File: src/rtl/snn_input_loader_if.sv
// ---------------------------------------------------------------------------
// snn_input_loader_if
// Purpose : bundles the byte-stream input, ram_input_unit write port,
//           snn_core handshake and UART-transmit handoff of snn_input_loader.
// Modports:
//   slave  - the loader itself (consumes rx/done/digit, drives the rest)
//   master - the surrounding system (UART rx, snn_core, UART tx, RAM)
// Signals :
//   rx_rdy, rx_data[7:0]     byte strobe and data from the UART receiver
//   ram_addr[ADDR_W-1:0], ram_data, ram_we, ram_sel   RAM write port / owner
//   start, done, digit[3:0]  snn_core handshake and result
//   tx_start, tx_data[7:0]   UART transmitter handoff (ASCII digit)
//   busy, overrun, timeout_err  status
// ---------------------------------------------------------------------------
interface snn_input_loader_if #(
  parameter int ADDR_W = 10
);
  logic              rx_rdy;
  logic [7:0]        rx_data;
  logic [ADDR_W-1:0] ram_addr;
  logic              ram_data;
  logic              ram_we;
  logic              ram_sel;
  logic              start;
  logic              done;
  logic [3:0]        digit;
  logic              tx_start;
  logic [7:0]        tx_data;
  logic              busy;
  logic              overrun;
  logic              timeout_err;

  modport slave (
    input  rx_rdy, rx_data, done, digit,
    output ram_addr, ram_data, ram_we, ram_sel, start,
           tx_start, tx_data, busy, overrun, timeout_err
  );

  modport master (
    output rx_rdy, rx_data, done, digit,
    input  ram_addr, ram_data, ram_we, ram_sel, start,
           tx_start, tx_data, busy, overrun, timeout_err
  );
endinterface

File: src/rtl/snn_input_loader.sv
// ---------------------------------------------------------------------------
// snn_input_loader
// Purpose : collects NUM_BITS/8 packed image bytes from the UART receiver,
//           unpacks each byte LSB-first into 8 single-bit RAM writes, kicks
//           snn_core with a one-cycle start, waits for done and hands the
//           result to the UART transmitter as ASCII (8'h30 + digit).
// Ports   :
//   clk    - system clock, all state on the rising edge
//   rst_n  - asynchronous active-low reset (aborts any partial image)
//   bus    - snn_input_loader_if.slave (rx byte stream, RAM write port,
//            snn_core start/done/digit, tx_start/tx_data, busy/overrun/
//            timeout_err)
// Config  : define SNN_LOADER_TIMEOUT_EN to discard a partial image after
//           TIMEOUT_CYCLES cycles without a new byte; otherwise the loader
//           waits indefinitely and timeout_err is tied low.
// ---------------------------------------------------------------------------
module snn_input_loader #(
  parameter int NUM_BITS       = 784,
  parameter int ADDR_W         = 10,
  parameter int TIMEOUT_CYCLES = 5_000_000
) (
  input  logic                clk,
  input  logic                rst_n,
  snn_input_loader_if.slave   bus
);

  localparam int NUM_BYTES = NUM_BITS / 8;
  localparam int BCW       = ADDR_W - 3;   // byte counter width; addr = {byte, bit}

  // Reject parameter sets the address packing cannot represent.
  if ((NUM_BITS % 8) != 0 || NUM_BITS > (1 << ADDR_W) || TIMEOUT_CYCLES < 1) begin : g_bad_cfg
    $error("snn_input_loader: illegal parameter set");
  end

  typedef enum logic [2:0] {
    S_IDLE,
    S_LOAD,
    S_WRITE,
    S_START,
    S_WAIT_DONE,
    S_SEND
  } state_t;

  state_t           state_q, state_d;
  logic [7:0]       byte_q, byte_d;        // byte currently being unpacked
  logic [7:0]       hold_q, hold_d;        // one-entry holding register
  logic             hold_full_q, hold_full_d;
  logic [2:0]       bit_q, bit_d;
  logic [BCW-1:0]   byte_cnt_q, byte_cnt_d;
  logic [7:0]       tx_data_q, tx_data_d;
  logic             overrun_q, overrun_d;

`ifdef SNN_LOADER_TIMEOUT_EN
  localparam int IDLE_W = $clog2(TIMEOUT_CYCLES + 1);
  logic [IDLE_W-1:0] idle_q, idle_d;
  logic              timeout_q, timeout_d;
`endif

  // -------------------------------------------------------------------------
  // Next-state logic
  // -------------------------------------------------------------------------
  always_comb begin
    state_d     = state_q;
    byte_d      = byte_q;
    hold_d      = hold_q;
    hold_full_d = hold_full_q;
    bit_d       = bit_q;
    byte_cnt_d  = byte_cnt_q;
    tx_data_d   = tx_data_q;
    overrun_d   = overrun_q;
`ifdef SNN_LOADER_TIMEOUT_EN
    idle_d      = '0;
    timeout_d   = timeout_q;
`endif

    unique case (state_q)
      S_IDLE, S_LOAD: begin
        // A byte parked at the end of the previous image is served first;
        // a byte arriving while it is still parked has nowhere to go.
        if (hold_full_q) begin
          byte_d      = hold_q;
          hold_full_d = 1'b0;
          bit_d       = 3'd0;
          state_d     = S_WRITE;
          if (bus.rx_rdy) overrun_d = 1'b1;
        end else if (bus.rx_rdy) begin
          byte_d  = bus.rx_data;
          bit_d   = 3'd0;
          state_d = S_WRITE;
        end
`ifdef SNN_LOADER_TIMEOUT_EN
        // LOAD always has at least one byte of the image already written.
        if (state_q == S_LOAD && !bus.rx_rdy) begin
          if (idle_q == IDLE_W'(TIMEOUT_CYCLES - 1)) begin
            byte_cnt_d = '0;
            timeout_d  = 1'b1;
            state_d    = S_IDLE;
          end else begin
            idle_d = idle_q + 1'b1;
          end
        end
`endif
      end

      S_WRITE: begin
        if (bus.rx_rdy) begin
          if (hold_full_q) begin
            overrun_d = 1'b1;
          end else begin
            hold_d      = bus.rx_data;
            hold_full_d = 1'b1;
          end
        end
        bit_d = bit_q + 3'd1;
        if (bit_q == 3'd7) begin
          byte_cnt_d = byte_cnt_q + BCW'(1);
          if (byte_cnt_q == BCW'(NUM_BYTES - 1)) begin
            state_d = S_START;
          end else if (hold_full_q) begin
            // Back-to-back WRITE: no LOAD gap when a byte is waiting.
            byte_d      = hold_q;
            hold_full_d = 1'b0;
          end else if (bus.rx_rdy) begin
            // Byte landing on the final bit goes straight into the next WRITE.
            byte_d      = bus.rx_data;
            hold_full_d = 1'b0;
          end else begin
            state_d = S_LOAD;
          end
        end
      end

      S_START: begin
        if (bus.rx_rdy) overrun_d = 1'b1;
        byte_cnt_d = '0;
        state_d    = S_WAIT_DONE;
      end

      S_WAIT_DONE: begin
        if (bus.rx_rdy) overrun_d = 1'b1;
        if (bus.done) begin
          // No clamp: digits above 9 map onto ':' .. '?'.
          tx_data_d = 8'h30 + {4'h0, bus.digit};
          state_d   = S_SEND;
        end
      end

      S_SEND: begin
        if (bus.rx_rdy) overrun_d = 1'b1;
        state_d = S_IDLE;
      end

      default: state_d = S_IDLE;
    endcase
  end

  // -------------------------------------------------------------------------
  // State registers
  // -------------------------------------------------------------------------
  always_ff @(posedge clk or negedge rst_n) begin
    if (!rst_n) begin
      state_q     <= S_IDLE;
      byte_q      <= '0;
      hold_q      <= '0;
      hold_full_q <= 1'b0;
      bit_q       <= '0;
      byte_cnt_q  <= '0;
      tx_data_q   <= '0;
      overrun_q   <= 1'b0;
    end else begin
      state_q     <= state_d;
      byte_q      <= byte_d;
      hold_q      <= hold_d;
      hold_full_q <= hold_full_d;
      bit_q       <= bit_d;
      byte_cnt_q  <= byte_cnt_d;
      tx_data_q   <= tx_data_d;
      overrun_q   <= overrun_d;
    end
  end

`ifdef SNN_LOADER_TIMEOUT_EN
  always_ff @(posedge clk or negedge rst_n) begin
    if (!rst_n) begin
      idle_q    <= '0;
      timeout_q <= 1'b0;
    end else begin
      idle_q    <= idle_d;
      timeout_q <= timeout_d;
    end
  end
  assign bus.timeout_err = timeout_q;
`else
  assign bus.timeout_err = 1'b0;
`endif

  // -------------------------------------------------------------------------
  // Outputs (decoded from registered state, so reset clears them at once)
  // -------------------------------------------------------------------------
  assign bus.ram_we   = (state_q == S_WRITE);
  assign bus.ram_addr = (state_q == S_WRITE) ? {byte_cnt_q, bit_q} : '0;
  assign bus.ram_data = (state_q == S_WRITE) & byte_q[bit_q];
  assign bus.ram_sel  = (state_q == S_IDLE) || (state_q == S_LOAD) || (state_q == S_WRITE);
  assign bus.start    = (state_q == S_START);
  assign bus.tx_start = (state_q == S_SEND);
  assign bus.tx_data  = tx_data_q;
  assign bus.busy     = !((state_q == S_IDLE) || (state_q == S_LOAD));
  assign bus.overrun  = overrun_q;

endmodule

File: src/flat_wrapper.sv
// flat-port wrapper written by rule: the top's interface ports become plain ports
module snn_input_loader_flat 
#(
  parameter int NUM_BITS       = 784,
  parameter int ADDR_W         = 10,
  parameter int TIMEOUT_CYCLES = 5_000_000
)
  (clk, rst_n, bus_rx_rdy, bus_rx_data, bus_done, bus_digit, bus_ram_addr, bus_ram_data, bus_ram_we, bus_ram_sel, bus_start, bus_tx_start, bus_tx_data, bus_busy, bus_overrun, bus_timeout_err);
  snn_input_loader_if #(.ADDR_W(ADDR_W)) bus_i ();
  input  logic clk;
  input  logic rst_n;
  input wire logic [$bits(bus_i.rx_rdy)-1:0] bus_rx_rdy;
  input wire logic [$bits(bus_i.rx_data)-1:0] bus_rx_data;
  input wire logic [$bits(bus_i.done)-1:0] bus_done;
  input wire logic [$bits(bus_i.digit)-1:0] bus_digit;
  output wire logic [$bits(bus_i.ram_addr)-1:0] bus_ram_addr;
  output wire logic [$bits(bus_i.ram_data)-1:0] bus_ram_data;
  output wire logic [$bits(bus_i.ram_we)-1:0] bus_ram_we;
  output wire logic [$bits(bus_i.ram_sel)-1:0] bus_ram_sel;
  output wire logic [$bits(bus_i.start)-1:0] bus_start;
  output wire logic [$bits(bus_i.tx_start)-1:0] bus_tx_start;
  output wire logic [$bits(bus_i.tx_data)-1:0] bus_tx_data;
  output wire logic [$bits(bus_i.busy)-1:0] bus_busy;
  output wire logic [$bits(bus_i.overrun)-1:0] bus_overrun;
  output wire logic [$bits(bus_i.timeout_err)-1:0] bus_timeout_err;
  assign bus_i.rx_rdy = bus_rx_rdy;
  assign bus_i.rx_data = bus_rx_data;
  assign bus_i.done = bus_done;
  assign bus_i.digit = bus_digit;
  assign bus_ram_addr = bus_i.ram_addr;
  assign bus_ram_data = bus_i.ram_data;
  assign bus_ram_we = bus_i.ram_we;
  assign bus_ram_sel = bus_i.ram_sel;
  assign bus_start = bus_i.start;
  assign bus_tx_start = bus_i.tx_start;
  assign bus_tx_data = bus_i.tx_data;
  assign bus_busy = bus_i.busy;
  assign bus_overrun = bus_i.overrun;
  assign bus_timeout_err = bus_i.timeout_err;
  snn_input_loader #(.NUM_BITS(NUM_BITS), .ADDR_W(ADDR_W), .TIMEOUT_CYCLES(TIMEOUT_CYCLES)) u_core (.clk(clk), .rst_n(rst_n), .bus(bus_i));
endmodule
File: config.mk
export PLATFORM = sky130hd
export DESIGN_NAME = snn_input_loader_flat
export DESIGN_NICKNAME = d
export VERILOG_FILES = /design/src/rtl/snn_input_loader_if.sv /design/src/rtl/snn_input_loader.sv /design/src/flat_wrapper.sv
export SDC_FILE = /design/constraint.sdc
export NUM_CORES = 1
export LEC_CHECK = 0
export CAP_MARGIN = 20
export CORE_MARGIN = 2
export CORE_UTILIZATION = 53
export CTS_BUF_LIST = sky130_fd_sc_hd__clkbuf_4 sky130_fd_sc_hd__clkbuf_8
export DETAILED_ROUTE_END_ITERATION = 7
export DONT_BUFFER_PORTS = 1
export PLACE_DENSITY = 0.68
export SLEW_MARGIN = 15
export SYNTH_ARGS = -nofsm -noshare
export SYNTH_HDL_FRONTEND = slang
export SYNTH_SLANG_ARGS = --single-unit
File: constraint.sdc
create_clock -name clk -period 4 [get_ports clk]
set_clock_uncertainty 0.2 [all_clocks]
set_input_delay 0.4 -clock clk [delete_from_list [all_inputs] [get_ports clk]]
set_output_delay 0.4 -clock clk [all_outputs]
set_load 0.005 [all_outputs]
## Word level (Yosys, flattened, before mapping)

Cells that the tools add are included.

- Register bits: 39
- Input bits: 16
- Output and inout port bits: 26
- Word-level logic and storage cells: 78

- Add/subtract/negate cells: 3
- Magnitude comparators: 1
- Equality and inequality tests: 16
- Multiplexer cells: 32
- Bitwise logic cells: 2
- Reductions and logical operators: 16

Operators by type and width:

| operator | number |
|---|---|
| two-way mux 8 bit | 4 |
| two-way mux 3 bit | 9 |
| one-hot mux 8 bit (2 select lines) | 1 |
| one-hot mux 7 bit (2 select lines) | 1 |
| one-hot mux 3 bit (4 select lines) | 1 |
| two-way mux 1 bit | 10 |
| two-way mux 10 bit | 1 |
| == test 3 bit (second input constant) | 3 |
| adder 6 x 4 -> 7 bit (first input constant) | 1 |
| adder 7 x 1 -> 7 bit (second input constant) | 1 |
| == test 7 bit (second input constant) | 1 |
| two-way mux 7 bit | 1 |
| == test 3 x 2 -> 1 bit (second input constant) | 2 |
| != test 2 x 1 -> 1 bit (second input constant) | 3 |
| != test 2 bit (second input constant) | 3 |
| != test 3 x 2 -> 1 bit (second input constant) | 2 |
| one-hot mux 3 bit (2 select lines) | 1 |
| AND reduction 2 bit | 3 |
| AND reduction 3 bit | 2 |
| AND reduction 5 bit | 1 |
| less-than comparator 3 x 4 -> 1 bit (second input constant) | 1 |
| AND reduction 4 bit | 1 |
| nonzero test 2 bit | 2 |
| adder 3 x 1 -> 3 bit (second input constant) | 1 |
| other kinds (13) | 14 |

## Logic depth before layout (Yosys ltp)

Gate-level depths: netlist of run 1.

- Word-level depth: 6
- Depth in mapped cells: 6
- Gate-level depth less buffers: 6

## Least setup slack after synthesis of run 1

OpenSTA, ideal clock, no wires.

- Path type: register to register
- Start: reg u_core.bit_q[0]
- End: reg u_core.byte_q[0]
- Setup time: 125 ps
- Arrival: 1702 ps
- Data required time: 3675 ps
- Setup slack: 1973 ps
- Cell stages (with the launch flop): 6
- Clock period less this slack: 2027 ps
- Cell sequence: dfrtp_1 ha_1 ha_1 o31ai_4 a211oi_4 mux2_2

- Word-level cells in the longest chain between the ends: 3

Ends and longest elaborated chain:

| element | RTL line | text |
|---|---|---|
| start, declared | snn_input_loader.sv:48 | `logic [2:0] bit_q, bit_d;` |
| start signal, assigned | snn_input_loader.sv:175 | `bit_q <= bit_d;` |
| == test 3 bit | snn_input_loader.sv:115 | `if (bit_q == 3'd7) begin` |
| != test 2 x 1 -> 1 bit (no source line) | -- |  |
| AND reduction 3 bit (no source line) | -- |  |
| end signal, assigned | snn_input_loader.sv:172 | `byte_q <= byte_d;` |
| end, declared | snn_input_loader.sv:45 | `logic [7:0] byte_q, byte_d;` |

Every way passes these cells.
A chain may end at the register's enable or synchronous reset.

## Final worst setup path of run 1

- Start: reg u_core.state_q[1]
- End: out bus_ram_addr[5]

- Word-level cells in the longest chain between the ends: 2

Ends and longest elaborated chain:

| element | RTL line | text |
|---|---|---|
| start, declared | snn_input_loader.sv:44 | `state_t state_q, state_d;` |
| start signal, assigned | snn_input_loader.sv:171 | `state_q <= state_d;` |
| == test 3 x 2 -> 1 bit | -- |  |
| net bus_ram_we | flat_wrapper.sv:18 | `output wire logic [$bits(bus_i.ram_we)-1:0] bus_ram_we;` |
| two-way mux 10 bit | snn_input_loader.sv:201 | `assign bus.ram_addr = (state_q == S_WRITE) ? {byte_cnt_q, bit_q} : '0;` |
| end, declared | flat_wrapper.sv:16 | `output wire logic [$bits(bus_i.ram_addr)-1:0] bus_ram_addr;` |

The timed path passes the listed nets, and every way through them passes these cells.

==> results of run 1 <==
## sequential cells by signal (all words and copies together), names as in the netlist
register	cells
u_core.byte_q	8
u_core.hold_q	8
u_core.byte_cnt_q	7
u_core.bus.tx_data	5
u_core.bit_q	3
u_core.state_q	3
u_core.bus.overrun	1
u_core.hold_full_q	1
## routing by layer
layer | routed length, um | vias up
met5 | 0 | -
met4 | 59 | 0
met3 | 240 | 7
met2 | 1783 | 34
met1 | 1599 | 641
li1 | - | 601
## worst min-delay path by stage
stage | slack, ns | start | cells after the start | to
3_3_place_gp | -0.09 | rst_n | 0 | u_core.bus.tx_data[3]
5_1_grt | 0.08 | bus_rx_rdy | 2 | u_core.state_q[1]
3_5_place_dp | -0.09 | rst_n | 0 | u_core.bus.tx_data[1]
4_1_cts | 0.0003 | bus_digit[3] | 1 | u_core.bus.tx_data[3]
2_1_floorplan | -0.1 | rst_n | 0 | u_core.bit_q[0]
6_report | 0.07 | bus_rx_rdy | 2 | u_core.hold_full_q
## area by class of cell
cell class                 count  area (um^2)  share of cell area [%]
tap                           46        57.56                   2.684
multi-input combinational    117        964.7                   44.98
timing repair buffer          15        160.2                   7.468
inverter                       3        11.26                  0.5251
clock inverter                 2        12.51                  0.5834
clock buffer                   5        37.54                   1.750
sequential                    36        900.9                   42.01
## critical path: cells and delay by family, from the launching register on
kind / cells / cell delay, ns
DFF: 1 / 0.63
and+or+nand+nor: 2 / 0.94
## metrics by stage
stage | power, mW | cells | worst slack, ns | hold slack (ns)
after global placement | 1.349 | 202 | 1.695 | -0.09476
final | 1.580 | 224 | 1.484 | 0.06609
after floorplan | 1.269 | 168 | 1.973 | -0.09559
after CTS | 1.589 | 220 | 1.484 | 0.0003401
after global routing | 1.712 | 224 | 1.351 | 0.07853
after detailed placement | 1.389 | 202 | 1.718 | -0.09484
## synthesized netlist by cell type, drive strengths merged (3+ instances only)
cell type | count | share of area (%)
ha | 4 | 2.6
a22o | 4 | 1.8
o21ai | 7 | 1.8
mux2 | 29 | 17
nand2 | 3 | 0.58
and2 | 9 | 3.0
nand3 | 3 | 0.77
a21oi | 6 | 1.5
a21o | 3 | 1.2
buf | 9 | 3.1
nor3 | 7 | 1.8
xnor2 | 5 | 2.3
clkbuf | 3 | 0.58
dfrtp | 36 | 46
nor2 | 15 | 2.9
inv | 3 | 0.58
nor3b | 3 | 2.0
## power breakdown
group	internal, mW	switching, mW
clock network	0.0640	0.122
logic	0.396	0.305
registers	0.521	0.171
## logic make-up after synthesis
group,share of synthesized area [%]
and+or+nand+nor,15.54
DFF,46.42
muxes,19.66
AOI/OAI and AO/OA,9.091
buffers and inverters,4.255
xor gates and xnor gates,2.257
adders and majority gates,2.579
other,0.1932
==> summary.md, run 1 <==
| Metric | Value |
|---|---|
| Slew @ Worst Pin | between 0.6 and 0.7 ns |
| Port bufs | 0 |
| Vias in the first global route | between 1000 and 1500 |
| VDD IR-drop max | 0.4456 mV |
| Total CTS buffers | 5 |
| Vias/cell | approximately 5.7 |
| Crit-path cells | nor3b_4, and2_2 |
| Status | completed |
| DRC Markers | 0 |
| ANT nets after route | 0 |
| Hold_buf cts | 11 |
| Placed Area | 0.001934 mm^2 |
| Final period util | a little over three fifths |
| Max incr delay on CP | around 0.67 ns |
| Die Wd | between 60 and 70 um |
| Hold Path Class | input pin to register |
| First-pass GRT wire length | ~6300 um |
| Post-synth EDFFs | 0 |
| Endpoint class of the critical path | output port |
| CP endpoint | bus_ram_addr[5] |
| # fillers | 285 |
| Drt first pass iters | 4 |
| Startpoint type of the worst setup path | register |
| R2R Path Start | u_core.state_q[1] |
| #FFs+latches synth | 36 |
| R2R setup slack | 1.67 ns |
| Cts repair resizes | 0 |
| Leak | approximately 0.93 nW |
| Commonest non-fill, non-tap cell in the layout | dfrtp_1 |
| Initial DRC count | between 70 and 80 |
| Area delta synth->final | 10.51% |
| Clk root buf | clkbuf_4 |
| Final setup viols | 0 |
| Buffers from clock root to sink, at most | 2 |
| Fmax achieved | around 0.40 GHz |
| CP required | between 3 and 4 ns |
| Final core occ | 62.78% |
| Clock Latency Late Sink | 0.34 ns |
| Total wire length | 3683 um |
| Post-Syn Instances | around 170 |
| Synthesis Warnings | 0 |
| Layout cell share with drive strength beyond 1 | 27.53% |
| Slowest stage cell, crit path | nor3b_4 |
| RR Endpoint | u_core.state_q[0] |
| Crit path max fanout | 17 |
| CTS tree | built |
| Initial antenna violation count | 0 |
| Critical Path Source | u_core.state_q[1] |
| Dpl hpwl | approximately 2600 um |
| Mapped cell area | a little under 0.002 mm^2 |
| Die Span Y | between 60 and 70 um |
| TritonCTS Sinks | 36 |
| Routability-driven placement congestion ratio | roughly 0.76 |
| R2R depth | 4 |
| Fin area | roughly 0.0021 mm^2 |
| PwrDens | roughly 740 mW/mm^2 |
| Data arrival, critical path | approximately 1.9 ns |
| Final hold vios | 0 |
| Commonest cells after routing, fill and taps aside | dfrtp_1, mux2_2, nor2_1 |
| Full die area | approximately 0.0042 mm^2 |
| Critical path class | register to output port |
| Top Ports | 42 |
| Via count | roughly 1300 |
| Setup bufs post-CTS | 0 |
| Min cycle time layout | around 2.5 ns |
| Core region area | around 0.0034 mm^2 |
| Sequential share of the synthesized area | a little under half |
| MaxCap Viol Count | 0 |
| Worst-path clk slew | between 0.1 and 0.15 ns |
| Ant. Diodes | 0 |
| H-tree levels | 2 |
| GR Overflow Total | 0 |
| Nets | about 200 |
| Cell Rows | 21 |
| WL per Instance | 16.44 um |
| Ys flop type | dfrtp_1 |
| GR peak layer | met2 |
| TNS Setup | 0 ns |
| Met2 Track Usage GR | 32.55% |
| Met3 usage | approximately 6.8% |
| Total GRT Usage | between 10% and 20% |
| Rel. slew slack | approximately 55% |
| Largest net degree at the start of global routing | 37 |
| GR Layer Usage met1 | a little under a quarter |
| Unique cell type count in the Yosys netlist | 37 |
| Synthesized area per cell | 11.69 um^2 |
| Slew Limit Fails | 0 |
| Starting Density | a little under three fifths |
| RSZ-0062 raised after global routing | no |
| Async set-reset flop share out of synthesis | 100.0% |
Power figures use the tool's default switching activity.
==> run 2, diff against run 1 <==
--- a/config.mk
+++ b/config.mk
@@ -11,7 +11,7 @@
 export CTS_BUF_LIST = sky130_fd_sc_hd__clkbuf_4 sky130_fd_sc_hd__clkbuf_8
 export DETAILED_ROUTE_END_ITERATION = 7
 export DONT_BUFFER_PORTS = 1
-export PLACE_DENSITY = 0.68
+export PLACE_DENSITY = 0.71
 export SLEW_MARGIN = 15
 export SYNTH_ARGS = -nofsm -noshare
 export SYNTH_HDL_FRONTEND = slang
==> constraint.sdc (replaced) <==
create_clock -name clk -period 2.1 [get_ports clk]
set_clock_uncertainty 0.2 [all_clocks]
set_input_delay 0.21 -clock clk [delete_from_list [all_inputs] [get_ports clk]]
set_output_delay 0.21 -clock clk [all_outputs]
set_load 0.005 [all_outputs]
==> run 2 against run 1 <==
Effect of this change: routed wire length rose by 8.5%; critical endpoint is now bus_ram_data; hold slack better by 0.014 ns; clock power increased by 120%; die area unchanged; sequential share of layout area shrank 2.2 points; highest routed layer unchanged; global-route usage increased by 1.2 points.
==> summary.md, run 2 (synthesis results as in run 1) <==
| Metric | Value |
|---|---|
| Buffers from clock root to sink, at most | 2 (unchanged) |
| Endpoint class of the critical path | output port |
| WL per Instance | 16.86 um (+2.6%) |
| Critical path class | register to output port |
| Commonest cells after routing, fill and taps aside | dfrtp_1, mux2_2, nor2_1, dlygate4sd3_1, buf_4 |
| CP Depth | 4 (+2) |
| Worst hold stages | 3 (+1) |
| CP required | 1.69 ns (-1.71 ns) |
| Crit-path cells | buf_4, mux4_2, mux2i_1, nor3_1 |
| Initial antenna violation count | 0 (unchanged) |
| # fillers | 252 (-12%) |
| R2R depth | 7 (+3) |
| Slowest stage cell, crit path | mux4_2 |
| Core region area | 0.003416 mm^2 (unchanged) |
| Die Wd | 64.51 um (unchanged) |
| Final setup viols | 0 (unchanged) |
| Initial DRC count | 85 (+20%) |
| MaxCap Viol Count | 0 (unchanged) |
| Fmax achieved | slightly below 0.5 GHz |
| Dpl hpwl | 2650 um (+3.2%) |
| Area delta synth->final | 16.83% |
| PwrDens | 1468 mW/mm^2 (+99%) |
| Hold Path Class | input pin to register |
| Multi-input gate area | 967.2 um^2 (+0.26%) |
| VDD IR-drop max | 0.6367 mV (+43%) |
| Clock Latency Late Sink | 0.35 ns (about the same) |
| Hold slack | 0.08029 ns (+0.01421 ns) |
| Cell family with most CP delay | multiplexers |
| Post-route insts no fill | 237 (+5.8%) |
| Total CTS buffers | 5 (unchanged) |
| Port bufs | 0 (unchanged) |
| Full die area | 0.004162 mm^2 (unchanged) |
| Final period util | between 90% and 100% |
| Routability-driven placement congestion ratio | 0.8216 (+8.8%) |
| Register Area | 902.1 um^2 (+0.14%) |
| Worst-path clk slew | 0.11 ns (about the same) |
| Startpoint type of the worst setup path | register |
| Final hold vios | 0 (unchanged) |
| R2R setup slack | 0.10 ns (-1.57 ns) |
| Commonest non-fill, non-tap cell in the layout | dfrtp_1 |
| Worst path bufs/invs | 1 (+1) |
| Top Ports | 42 (unchanged) |
| Status | completed |
| Vias/cell | 5.696 (-0.55%) |
| H-tree levels | 2 (unchanged) |
| Crit path max fanout | 5 (-12) |
| Data arrival, critical path | 1.61 ns (-0.31 ns) |
| Max incr delay on CP | 0.50 ns (-0.17 ns) |
| Min cycle time layout | approximately 2.0 ns |
| Total wire length | 3997 um (+8.5%) |
| RSZ-0062 raised after global routing | no |
| Starting Density | 56.81% (unchanged) |
| ANT nets after route | 0 (unchanged) |
| Largest registers | u_core.byte_q x8, u_core.hold_q x8, u_core.byte_cnt_q x7 |
| Leak | 1.002 nW (+7.3%) |
| Die Span Y | 64.51 um (unchanged) |
| Cell Rows | 21 (unchanged) |
| Total GRT Usage | 21.03% (+1.2 points) |
| Clk root buf | clkbuf_4 |
| DRC Markers | 0 (unchanged) |
| Dpl cells | 210 (+4.0%) |
| First-pass GRT wire length | 6568 um (+4.0%) |
| Ant. Diodes | 0 (unchanged) |
| GR Overflow Total | 0 (unchanged) |
| Via count | 1350 (+5.2%) |
| Drt first pass iters | 4 (unchanged) |
| Slew Limit Fails | 0 (unchanged) |
| CTS tree | built |
| TritonCTS Sinks | 36 (unchanged) |
| TNS Setup | 0 ns (unchanged) |
| Nets | 210 (+6.1%) |
| Layout cell share with drive strength beyond 1 | 33.51% (+6.0 points) |
| Largest net degree at the start of global routing | 37 (unchanged) |
| Vias in the first global route | 1328 (-3.4%) |
| Final core occ | 66.37% (+3.6 points) |
==> run 2: worst min-delay path: stages <==
cell,delay (ns)
o21ai_0,0.05
o22ai_1,0.16
mux2_2,0.17
==> run 2: layer usage <==
metal / track usage [%] / up-vias / share of wire (%)
met3: 7.465 / 6 / 6.8
met2: 32.29 / 51 / 47
met4: 7.979 / 0 / 1.3
li1: - / 625 / -
met5: 0 / - / 0
met1: 27.40 / 668 / 45
==> run 2: path summary, 6_finish.rpt <==
path | startpoint | end
worst max-delay path | u_core.bit_q[0] | bus_ram_data
worst min-delay path | bus_rx_rdy | u_core.state_q[0]
worst max register to register | u_core.bit_q[0] | u_core.byte_q[4]
worst min register to register | u_core.bus.overrun | u_core.bus.overrun
max in group asynchronous | rst_n | u_core.state_q[2]
min in group asynchronous | rst_n | u_core.hold_q[5]
==> run 2: area by class of cell <==
type                            count  area share, %
Multi-Input combinational cell    117          42.66
Inverter                            3         0.4967
Clock buffer                        7          2.594
Clock inverter                      1         0.3311
Tap cell                           46          2.539
Timing Repair Buffer               27          11.59
Sequential cell                    36          39.79
==> run 2: stage by stage <==
step	area [um^2]	setup slack, ns	power [mW]
after floorplan	1948	0.07295	2.417
after global placement	1994	0.1273	2.656
after detailed placement	1994	0.04072	2.739
after CTS	2221	0.007984	3.199
after global routing	2267	0.003776	3.566
final	2267	0.08467	3.329
==> run 2: where the power goes <==
part           total (mW)  internal (mW)  switching (mW)
Combinational        1.66          0.935           0.724
Clock               0.411          0.177           0.234
Sequential           1.26          0.995           0.265
Total                3.33           2.11            1.22
==> run 2: timing repair <==
action	4_1_cts	5_1_grt
pin swaps	1	2
hold buffers	15	0
resized for setup	0	2
buffers inserted	0	4
endpoints found under the hold margin	60	0
endpoints found under the setup margin	4	19
==> run 3, diff against run 2 <==
--- a/config.mk
+++ b/config.mk
@@ -12,7 +12,7 @@
 export DETAILED_ROUTE_END_ITERATION = 7
 export DONT_BUFFER_PORTS = 1
 export PLACE_DENSITY = 0.71
-export SLEW_MARGIN = 15
+export SLEW_MARGIN = 20
 export SYNTH_ARGS = -nofsm -noshare
 export SYNTH_HDL_FRONTEND = slang
 export SYNTH_SLANG_ARGS = --single-unit
==> results of run 3 <==
The final DEF is identical to that of run 2; final timing and power are the same.
